File: config.mk
export PLATFORM = sky130hd
export DESIGN_NAME = pci_pe_scheduler
export DESIGN_NICKNAME = d
export VERILOG_FILES = /design/src/rtl/noc_sched_pkg.sv /design/src/rtl/pe_credit_tracker.sv /design/src/rtl/pci_pe_scheduler.sv
export SDC_FILE = /design/constraint.sdc
export NUM_CORES = 1
export LEC_CHECK = 0
export ABC_AREA = 0
export ABC_CLOCK_PERIOD_IN_PS = 15950
export BUFFER_PORTS_ARGS = -buffer_cell sky130_fd_sc_hd__buf_4
export CAP_MARGIN = 0
export CORE_MARGIN = 2
export CORE_UTILIZATION = 33
export CTS_BUF_LIST = sky130_fd_sc_hd__clkbuf_8
export CTS_CLUSTER_SIZE = 30
export DETAILED_ROUTE_END_ITERATION = 12
export SYNTH_ARGS = -nofsm -noshare
export SYNTH_HDL_FRONTEND = slang
export SYNTH_HIERARCHICAL = 1
export SYNTH_SLANG_ARGS = --single-unit
File: constraint.sdc
create_clock -name clk -period 15.95 [get_ports clk]
set_input_delay 0.7975 -clock clk [delete_from_list [all_inputs] [get_ports clk]]
set_output_delay 0.7975 -clock clk [all_outputs]
set_load 0.1 [all_outputs]
File: src/rtl/noc_sched_pkg.sv
// Shared scheduler definitions: FSM encoding, PE-id width helper and NoC packet field offsets.
// Latency: n/a (types and constant functions only).
// Backpressure: n/a.
package noc_sched_pkg;

    typedef enum logic [1:0] {
        ST_IDLE  = 2'd0,
        ST_RUN   = 2'd1,
        ST_DRAIN = 2'd2,
        ST_DONE  = 2'd3
    } sched_state_t;

    // Packet layout, LSB first: dest_x, dest_y, payload.
    localparam int DEST_X_LSB = 0;

    function automatic int dest_y_lsb(input int xs);
        return xs;
    endfunction

    function automatic int payload_lsb(input int xs, input int ys);
        return xs + ys;
    endfunction

    function automatic int pe_id_width(input int num_pe);
        return (num_pe > 2) ? $clog2(num_pe) : 1;
    endfunction

endpackage

File: src/rtl/pe_credit_tracker.sv
// Per-PE outstanding-word counters with credit-return underflow detection.
// Latency: counts update one cycle after dispatch/return; credit_ok, all_zero and underflow are combinational.
// Backpressure: none here; credit_ok gates the scheduler's ingress ready.
module pe_credit_tracker #(
    parameter int NUM_PE     = 16,
    parameter int ID_W       = 4,
    parameter int MAX_CREDIT = 4,
    parameter int CNT_W      = 3
) (
    input  logic              clk,
    input  logic              rst,
    input  logic              dispatch_vld,
    input  logic [ID_W-1:0]   dispatch_id,
    input  logic              ret_vld,
    input  logic [ID_W-1:0]   ret_id,
    input  logic              ret_id_ok,
    output logic [NUM_PE-1:0] credit_ok,
    output logic              all_zero,
    output logic              underflow
);

    logic [CNT_W-1:0]  cnt [NUM_PE];
    logic [NUM_PE-1:0] inc;
    logic [NUM_PE-1:0] dec;
    logic              ret_cnt_zero;

    // Out-of-mesh coordinates fall through with ret_cnt_zero left at 1.
    always_comb begin
        ret_cnt_zero = 1'b1;
        for (int i = 0; i < NUM_PE; i++) begin
            if (ret_id == ID_W'(i)) ret_cnt_zero = (cnt[i] == '0);
        end
    end

    assign underflow = ret_vld && (!ret_id_ok || (ret_id == '0) || ret_cnt_zero);

    always_comb begin
        inc       = '0;
        dec       = '0;
        credit_ok = '0;
        all_zero  = 1'b1;
        for (int i = 0; i < NUM_PE; i++) begin
            inc[i]       = dispatch_vld && (dispatch_id == ID_W'(i));
            dec[i]       = ret_vld && !underflow && (ret_id == ID_W'(i));
            credit_ok[i] = (i != 0) && (cnt[i] < CNT_W'(MAX_CREDIT));
            if (cnt[i] != '0) all_zero = 1'b0;
        end
    end

    // A dispatch and a return to the same PE in one cycle cancel out.
    always_ff @(posedge clk or posedge rst) begin
        if (rst) begin
            for (int i = 0; i < NUM_PE; i++) cnt[i] <= '0;
        end else begin
            for (int i = 0; i < NUM_PE; i++) begin
                if (inc[i] && !dec[i])      cnt[i] <= cnt[i] + CNT_W'(1);
                else if (dec[i] && !inc[i]) cnt[i] <= cnt[i] - CNT_W'(1);
            end
        end
    end

endmodule

File: src/rtl/pci_pe_scheduler.sv
// Round-robin PCIe-to-NoC word scheduler over mesh PEs 1..X*Y-1 with per-PE credits; SCHED_SKIP_EN skips full PEs.
// Latency: accepted word appears on o_data_noc the next cycle.
// Backpressure: o_ready_pci low outside RUN, while the output stage is stalled, or when the target lacks credit.
module pci_pe_scheduler
    import noc_sched_pkg::*;
#(
    parameter int X          = 4,
    parameter int Y          = 4,
    parameter int data_width = 256,
    parameter int x_size     = 2,
    parameter int y_size     = 2,
    parameter int MAX_CREDIT = 4,
    parameter int IMAGE_SIZE = 262144
) (
    input  logic                                clk,
    input  logic                                rst,
    input  logic                                i_start,
    input  logic                                i_valid_pci,
    input  logic [data_width-1:0]               i_data_pci,
    output logic                                o_ready_pci,
    output logic                                o_valid_noc,
    output logic [x_size+y_size+data_width-1:0] o_data_noc,
    input  logic                                i_ready_noc,
    input  logic                                i_ret_valid,
    input  logic [x_size-1:0]                   i_ret_x,
    input  logic [y_size-1:0]                   i_ret_y,
    output logic                                o_busy,
    output logic                                o_done,
    output logic                                o_err
);

    localparam int NUM_PE = X * Y;
    localparam int ID_W   = pe_id_width(NUM_PE);
    localparam int CNT_W  = $clog2(MAX_CREDIT + 1);
    localparam int ACC_W  = $clog2(IMAGE_SIZE + 1);
    localparam int PKT_W  = x_size + y_size + data_width;
    localparam int Y_LSB  = dest_y_lsb(x_size);
    localparam int P_LSB  = payload_lsb(x_size, y_size);

    sched_state_t      state;
    logic [ID_W-1:0]   target;
    logic [ACC_W-1:0]  acc_cnt;
    logic [ACC_W-1:0]  acc_cnt_nxt;
    logic [ID_W-1:0]   sel_id;
    logic [ID_W-1:0]   next_ptr;
    logic              sel_ok;
    logic [x_size-1:0] sel_x;
    logic [y_size-1:0] sel_y;
    logic [ID_W-1:0]   ret_id;
    logic              ret_id_ok;
    logic [NUM_PE-1:0] credit_ok;
    logic              all_zero;
    logic              underflow;
    logic              acc;
    logic [PKT_W-1:0]  pkt;

    always_comb begin
        ret_id    = '0;
        ret_id_ok = 1'b0;
        for (int yy = 0; yy < Y; yy++) begin
            for (int xx = 0; xx < X; xx++) begin
                if ((i_ret_x == x_size'(xx)) && (i_ret_y == y_size'(yy))) begin
                    ret_id    = ID_W'(yy * X + xx);
                    ret_id_ok = 1'b1;
                end
            end
        end
    end

`ifdef SCHED_SKIP_EN
    logic [ID_W-1:0] cand_id;
    int              cand;

    // Scan downward so the candidate closest to the pointer wins.
    always_comb begin
        sel_id  = target;
        sel_ok  = 1'b0;
        cand    = 0;
        cand_id = '0;
        for (int k = NUM_PE - 2; k >= 0; k--) begin
            cand = int'(target) + k;
            if (cand >= NUM_PE) cand = cand - (NUM_PE - 1);
            cand_id = ID_W'(cand);
            if (credit_ok[cand_id]) begin
                sel_id = cand_id;
                sel_ok = 1'b1;
            end
        end
    end
`else
    assign sel_id = target;
    assign sel_ok = credit_ok[target];
`endif

    assign next_ptr = (sel_id == ID_W'(NUM_PE - 1)) ? ID_W'(1) : sel_id + ID_W'(1);

    always_comb begin
        sel_x = '0;
        sel_y = '0;
        for (int yy = 0; yy < Y; yy++) begin
            for (int xx = 0; xx < X; xx++) begin
                if (sel_id == ID_W'(yy * X + xx)) begin
                    sel_x = x_size'(xx);
                    sel_y = y_size'(yy);
                end
            end
        end
    end

    always_comb begin
        pkt                            = '0;
        pkt[DEST_X_LSB +: x_size]      = sel_x;
        pkt[Y_LSB +: y_size]           = sel_y;
        pkt[P_LSB +: data_width]       = i_data_pci;
    end

    assign o_ready_pci = (state == ST_RUN) && (!o_valid_noc || i_ready_noc) && sel_ok;
    assign acc         = i_valid_pci && o_ready_pci;
    assign acc_cnt_nxt = acc_cnt + ACC_W'(acc);

    pe_credit_tracker #(
        .NUM_PE     (NUM_PE),
        .ID_W       (ID_W),
        .MAX_CREDIT (MAX_CREDIT),
        .CNT_W      (CNT_W)
    ) u_credit (
        .clk          (clk),
        .rst          (rst),
        .dispatch_vld (acc),
        .dispatch_id  (sel_id),
        .ret_vld      (i_ret_valid),
        .ret_id       (ret_id),
        .ret_id_ok    (ret_id_ok),
        .credit_ok    (credit_ok),
        .all_zero     (all_zero),
        .underflow    (underflow)
    );

    always_ff @(posedge clk or posedge rst) begin
        if (rst) begin
            o_valid_noc <= 1'b0;
            o_data_noc  <= '0;
        end else if (acc) begin
            o_valid_noc <= 1'b1;
            o_data_noc  <= pkt;
        end else if (i_ready_noc) begin
            o_valid_noc <= 1'b0;
        end
    end

    always_ff @(posedge clk or posedge rst) begin
        if (rst) begin
            state   <= ST_IDLE;
            target  <= ID_W'(1);
            acc_cnt <= '0;
            o_busy  <= 1'b0;
            o_done  <= 1'b0;
            o_err   <= 1'b0;
        end else begin
            case (state)
                ST_IDLE, ST_DONE: begin
                    if (i_start) begin
                        state   <= ST_RUN;
                        target  <= ID_W'(1);
                        acc_cnt <= '0;
                        o_busy  <= 1'b1;
                        o_done  <= 1'b0;
                        o_err   <= 1'b0;
                    end
                end
                ST_RUN: begin
                    if (acc) begin
                        target  <= next_ptr;
                        acc_cnt <= acc_cnt_nxt;
                        if (acc_cnt_nxt == ACC_W'(IMAGE_SIZE)) state <= ST_DRAIN;
                    end
                end
                ST_DRAIN: begin
                    if (all_zero && !o_valid_noc) begin
                        state  <= ST_DONE;
                        o_busy <= 1'b0;
                        o_done <= 1'b1;
                    end
                end
                default: state <= ST_IDLE;
            endcase
            // A bad return in the same cycle as a restart still flags.
            if (underflow) o_err <= 1'b1;
        end
    end

endmodule

# Word level (Yosys, flattened, before mapping)
# Index checks and enable logic that the tools add are counted.
[classes]
n_mux = 146
n_eq_ne = 44
magnitude_cmp = 16
n_reduce_logical = 187
n_addsub = 34
[ops]
columns = ["op", "n"]
rows = [
  ["3-bit two-way mux", 32],
  ["1-bit logical AND", 86],
  ["4-bit equality test, second input constant", 16],
  ["4-bit two-way mux", 16],
  ["1-bit two-way mux", 60],
  ["2-bit two-way mux", 30],
  ["3-bit by 1-bit adder with 3-bit output, second input constant", 16],
  ["3-bit zero test", 16],
  ["3-bit nonzero test", 16],
  ["3-bit by 1-bit subtractor with 3-bit output, second input constant", 16],
  ["3-bit < comparator, second input constant", 15],
  ["2-bit nonzero test", 21],
  ["19-bit two-way mux", 2],
  ["19-bit case mux with 2 select lines", 1],
  ["1-bit zero test", 35],
  ["4-bit by 3-bit equality test with 1-bit output, second input constant", 8],
  ["19-bit by 1-bit adder with 19-bit output", 1],
  ["19-bit equality test, second input constant", 1],
  ["4-bit by 2-bit equality test with 1-bit output, second input constant", 4],
  ["2-bit equality test, second input constant", 6],
  ["4-bit by 1-bit equality test with 1-bit output, second input constant", 2],
  ["4-bit zero test", 2],
  ["4-bit case mux with 2 select lines", 1],
  ["2-bit by 1-bit equality test with 1-bit output, second input constant", 3],
  ["13 further kinds", 21],
]
[word_totals]
output_inout_bits = 265
wordCells = 451
in_bits = 266
ff_bits = 337

# Longest topological paths before layout
[logic_depth]
word_depth = 42
mapped_depth = 16
ltp_nobuf = 13

# Modules after synthesis
# Netlist, hierarchy kept.
[by_module_without_submodules]
columns = ["module", "n_inst", "area_each_um2", "cells_each", "seq_area_each_um2"]
rows = [
  ["pci_pe_scheduler", 1, 11802.6, 804, 7233.2],
  ["pe_credit_tracker", 1, 3190.6, 307, 1201.2],
]

# Worst setup path after synthesis
# OpenSTA, ideal clock, no wires.
[synth_path]
path_type = "reg2reg"
startpoint = "register target[0], in the netlist sel_id[0]"
endpoint = "register state[0]"
setup_time_ns = 0.131
required_ns = 15.819
n_path_buf = 3
slack_ns = 12.089
synth_period_minus_slack_ns = 3.861
path_stages_with_launch = 16
arrival_time_ns = 3.730
path_cell_list = "dfstp_2 mux4_2 mux2i_1 mux2_4 nor2_8 buf_4 buf_4 ha_1 ha_1 and3_1 clkbuf_1 a311oi_1 a211oi_1 nor4_1 nor2b_1 o211ai_1"
[synth_via]
elab_chain_len = 8
word_cells_on_any_way = 9
cone_classes = "add/sub (1); eq/ne (3); mux (2); reduce/logical (3)"
[synth_lines]
columns = ["item", "line_no", "source"]
rows = [
  ["start, declared", "pci_pe_scheduler.sv:41", "logic [ID_W-1:0] target;"],
  ["start signal, assigned", "pci_pe_scheduler.sv:173", "target <= next_ptr;"],
  ["1-bit binary-select mux with 4-bit select (*)", "pci_pe_scheduler.sv:92", "assign sel_ok = credit_ok[target];"],
  ["1-bit two-way mux (not written as such) (*)", "pci_pe_scheduler.sv:92", ""],
  ["1-bit logical AND (*)", "pci_pe_scheduler.sv:117", "assign o_ready_pci = (state == ST_RUN) && (!o_valid_noc || i_ready_noc) && sel_ok;"],
  ["1-bit logical AND (*)", "pci_pe_scheduler.sv:118", "assign acc = i_valid_pci && o_ready_pci;"],
  ["net acc", "pci_pe_scheduler.sv:54", "logic acc;"],
  ["19-bit by 1-bit adder with 19-bit output", "pci_pe_scheduler.sv:119", "assign acc_cnt_nxt = acc_cnt + ACC_W'(acc);"],
  ["19-bit equality test", "pci_pe_scheduler.sv:175", "if (acc_cnt_nxt == ACC_W'(IMAGE_SIZE)) state <= ST_DRAIN;"],
  ["2-bit by 1-bit inequality test with 1-bit output (no source line)", "--", ""],
  ["4-bit AND reduction (no source line) (*)", "--", ""],
  ["end signal, assigned", "pci_pe_scheduler.sv:175", ""],
  ["end signal, assigned", "pci_pe_scheduler.sv:180", "state <= ST_DONE;"],
  ["end signal, assigned", "pci_pe_scheduler.sv:185", "default: state <= ST_IDLE;"],
  ["end, declared", "pci_pe_scheduler.sv:40", "sched_state_t state;"],
]
# Mark *: on every way through the listed nets, which the timed path passes. The rest lies on a longest branch. The select of a mux whose other input is x is not followed.
# A chain may end at the register's enable or synchronous reset.

# Final worst setup path
[layout_path]
startpoint = "register target[0], in the netlist sel_id[0]"
endpoint = "register state[0]"
[layout_via]
elab_chain_len = 8
word_cells_on_any_way = 9
cone_classes = "add/sub (1); eq/ne (3); mux (2); reduce/logical (3)"
[layout_lines]
columns = ["item", "line_no"]
rows = [
  ["1-bit binary-select mux with 4-bit select (*)", "pci_pe_scheduler.sv:92"],
  ["1-bit two-way mux (not written as such) (*)", "pci_pe_scheduler.sv:92"],
  ["1-bit logical AND (*)", "pci_pe_scheduler.sv:117"],
  ["1-bit logical AND (*)", "pci_pe_scheduler.sv:118"],
  ["19-bit by 1-bit adder with 19-bit output", "pci_pe_scheduler.sv:119"],
  ["19-bit equality test", "pci_pe_scheduler.sv:175"],
  ["2-bit by 1-bit inequality test with 1-bit output (no source line)", "--"],
  ["4-bit AND reduction (no source line) (*)", "--"],
]
# Every way passes the cells marked *; elsewhere a longest branch is shown, timed or not. The select of a mux whose other input is x is not followed.

==> impl_metrics.ini <==
[cts]
clk_latency_ps = 640
cts.path.max_buffers = 3
cts_resized = 0
cts_tree = done
cts_hold_buf = 0
clk_pin_slew_worst_paths_ps = 60
cts_inserted_buffers = 61
clkSinkCount = 337
cts_max_level = 2
postCtsSetupRepairBufs = 0
clockRootBuffer = clkbuf_8

[floorplanning]
dieArea_um2 = 47200
io_pins = 531
core_area_um2 = 45100
start_util_pct = 33.3
die_w_um = 217
die_h_um = 217
rows = 78

[detailed_routing]
wl_per_cell_um = 21.7
drtAntennaViolNets = 0
routed_wl_mm = 49.9
dr.pass1.iters = 5
viasPerCell = 4.79
drt_iter0_markers = 638
num_vias = 11000
drc_errors = 0

[synthesis]
ys_seq_area_share_pct = 56.3
netlist_top_cells_count = dfrtp_1, mux2_1, mux2_2
yosys_warnings = 6
ys_ff_latch = 337
syn_avg_cell_area_um2 = 13.5
synthFlopType = dfrtp_1
synth_edf_count = 0
post-synth-top-count-cell = dfrtp_1
synth_area_um2 = 15000
synthTopCellsByArea = dfrtp_1, mux2_1, mux2_2
netlist.area_leader.share_pct = 56.1
synth_top_area_cell = dfrtp_1
syn_nets = 1418
synth.distinct_cells = 66
synthArstFlopShare_pct = 100
syn_inst = 1111

[critical_path]
cp-end-kind = flip-flop
cp_common_cell = ha_1
critPathKind = flip-flop to flip-flop
path_cells = inv_1 > mux2i_1 > mux2_4 > nor2_8 > buf_12 > ha_1 > ha_1 > nand3_1 > nor2_1 > a211oi_1 > nor4_1 > nor2b_1 > o211ai_1
start_kind = flip-flop
cp_max_fo = 172
slowest_delay_ps = 710
cp.arrival_ps = 5400
crit_slowest_cell = dfstp_2
critPathRequiredTime_ps = 16440

[sta]
whs_ps = 359
clock.fmax_ghz = 0.204
fin_crit_sh_pct = 30.8
maxSlewHeadroom_pct = 26.7
setup_violations = 0
rsz0062_at_grt = no
hold_viol_final = 0
fin_tns_setup_ps = 0
fin_skew_ps = 25.8
worstMarginPinSlew_ps = 1100
slew_violations = 0
fin_crit_ps = 4910

[global_routing]
grt_pass1_wl_mm = 72.2
grt.overflow.total = 0
grt_pass1_vias = 11000
grt_max_degree = 173
grt_usage_pct = 20.6
grt_antenna_before_repair = 15

[layout]
register_area_um2 = 8430
multi_input_area_um2 = 6060
n_fill_cell = 4226
nets = 1960
utilization_pct = 45.9
drive_above_1_share_pct = 43.0
syn_to_final_growth_pct = 38.0

[placed_design]
numPortBuffers = 530
routabilityCongestion = 0.859
place_hpwl_mm = 38.1

[hold_path]
hp-class = input port to async pin

[run_status]
outcome = complete, no violations

[flow_run]
maxCapViolCount = 0
==> area by class of cell <==
type	instances	share of cell area (%)
Inverter	44	0.835
Multi-Input combinational cell	674	29.3
Timing Repair Buffer	535	19.5
Sequential cell	337	40.8
Clock inverter	28	0.756
Tap cell	600	3.63
Antenna cell	4	0.0484
Clock buffer	78	5.19
==> sequential cells by signal, indices dropped and copies added, names as in the netlist <==
name	flops
u_credit/cnt	48
o_err	1
o_done	1
state	2
acc_cnt	19
sel_id	4
o_busy	1
o_valid_noc	1
o_data_noc	260
==> worst paths after layout <==
check	start	to	slack [ps]	depth (start not counted)
worst min-delay path	rst	u_credit/cnt[15]	360	3
worst max-delay path	sel_id[0]	state[0]	11040	13
min in group clk	i_data_pci[110]	o_data_noc[114]	370	2
worst min register to register	o_data_noc[110]	o_data_noc[110]	480	1
worst max register to register	sel_id[0]	state[0]	11040	13
max in group asynchronous	rst	o_data_noc[164]	13900	3
==> placed cells by master, fill, tap and decap left out, types with 3 or more instances in the layout <==
master | netlist | routed
buf_4 | 22 | 534
dfrtp_1 | 336 | 336
mux2_1 | 186 | 186
mux2_2 | 87 | 87
clkbuf_8 | 0 | 78
inv_1 | 44 | 59
nor2_1 | 46 | 46
xnor2_1 | 36 | 36
nand2_1 | 33 | 33
o21ai_0 | 31 | 31
ha_1 | 25 | 25
nor3_1 | 24 | 24
nand4_1 | 21 | 21
xor2_1 | 17 | 17
nand3_1 | 16 | 16
fa_1 | 16 | 16
o31ai_1 | 12 | 12
nor4_1 | 10 | 10
nand2b_1 | 9 | 9
a21oi_1 | 9 | 9
a31oi_1 | 9 | 9
nor2b_1 | 8 | 8
clkinv_2 | 0 | 8
and4_1 | 6 | 6
mux2i_1 | 5 | 5
diode_2 | 0 | 4
mux4_2 | 4 | 4
o41ai_1 | 4 | 4
and2_1 | 3 | 3
a211oi_1 | 3 | 3
o211ai_1 | 3 | 3
inv_8 | 0 | 3
conb_1 | 3 | 3
==> per-layer routing <==
layer | part of all wire (%) | GRT usage [%] | vias up | wire length (µm)
li1 | - | - | 5018 | -
met1 | 37 | 23.2 | 5481 | 18600
met2 | 51 | 35.6 | 383 | 25400
met3 | 8.7 | 8.05 | 105 | 4360
met4 | 3.0 | 7.03 | 20 | 1500
met5 | 0.25 | 0 | - | 124
==> through the flow <==
stage               cell area [µm²]  worst slack (ps)  std cells
floorplan                     15000              7180       1111
global placement              19400             11100       2190
detailed placement            19400             10990       2190
CTS                           20700             10970       2296
global route                  20700             10530       2298
finish                        20700             11040       2300
==> critical path, delay by kind of cell, from the launching register on <==
family | cells | cell delay [ps]
adders and majority gates | 2 | 640
DFF | 1 | 710
muxes | 2 | 580
AOI/OAI and AO/OA | 2 | 270
and+or+nand+nor | 5 | 1630
buffers and inverters | 2 | 860
==> kinds of logic (layout without fill, tap and decap cells) <==
group	Yosys count	after routing	synth area share, %
AOI/OAI and AO/OA	94	94	4.23
xor gates and xnor gates	53	53	3.10
adders and majority gates	41	41	4.22
buffers and inverters	100	685	3.31
DFF	337	337	56.3
muxes	283	283	21.5
other	3	7	0.0751
and+or+nand+nor	200	200	7.27
Power is left out: the tool's default activity adds up to more than one toggle a clock period on the data nets, which glitch-free logic cannot reach.
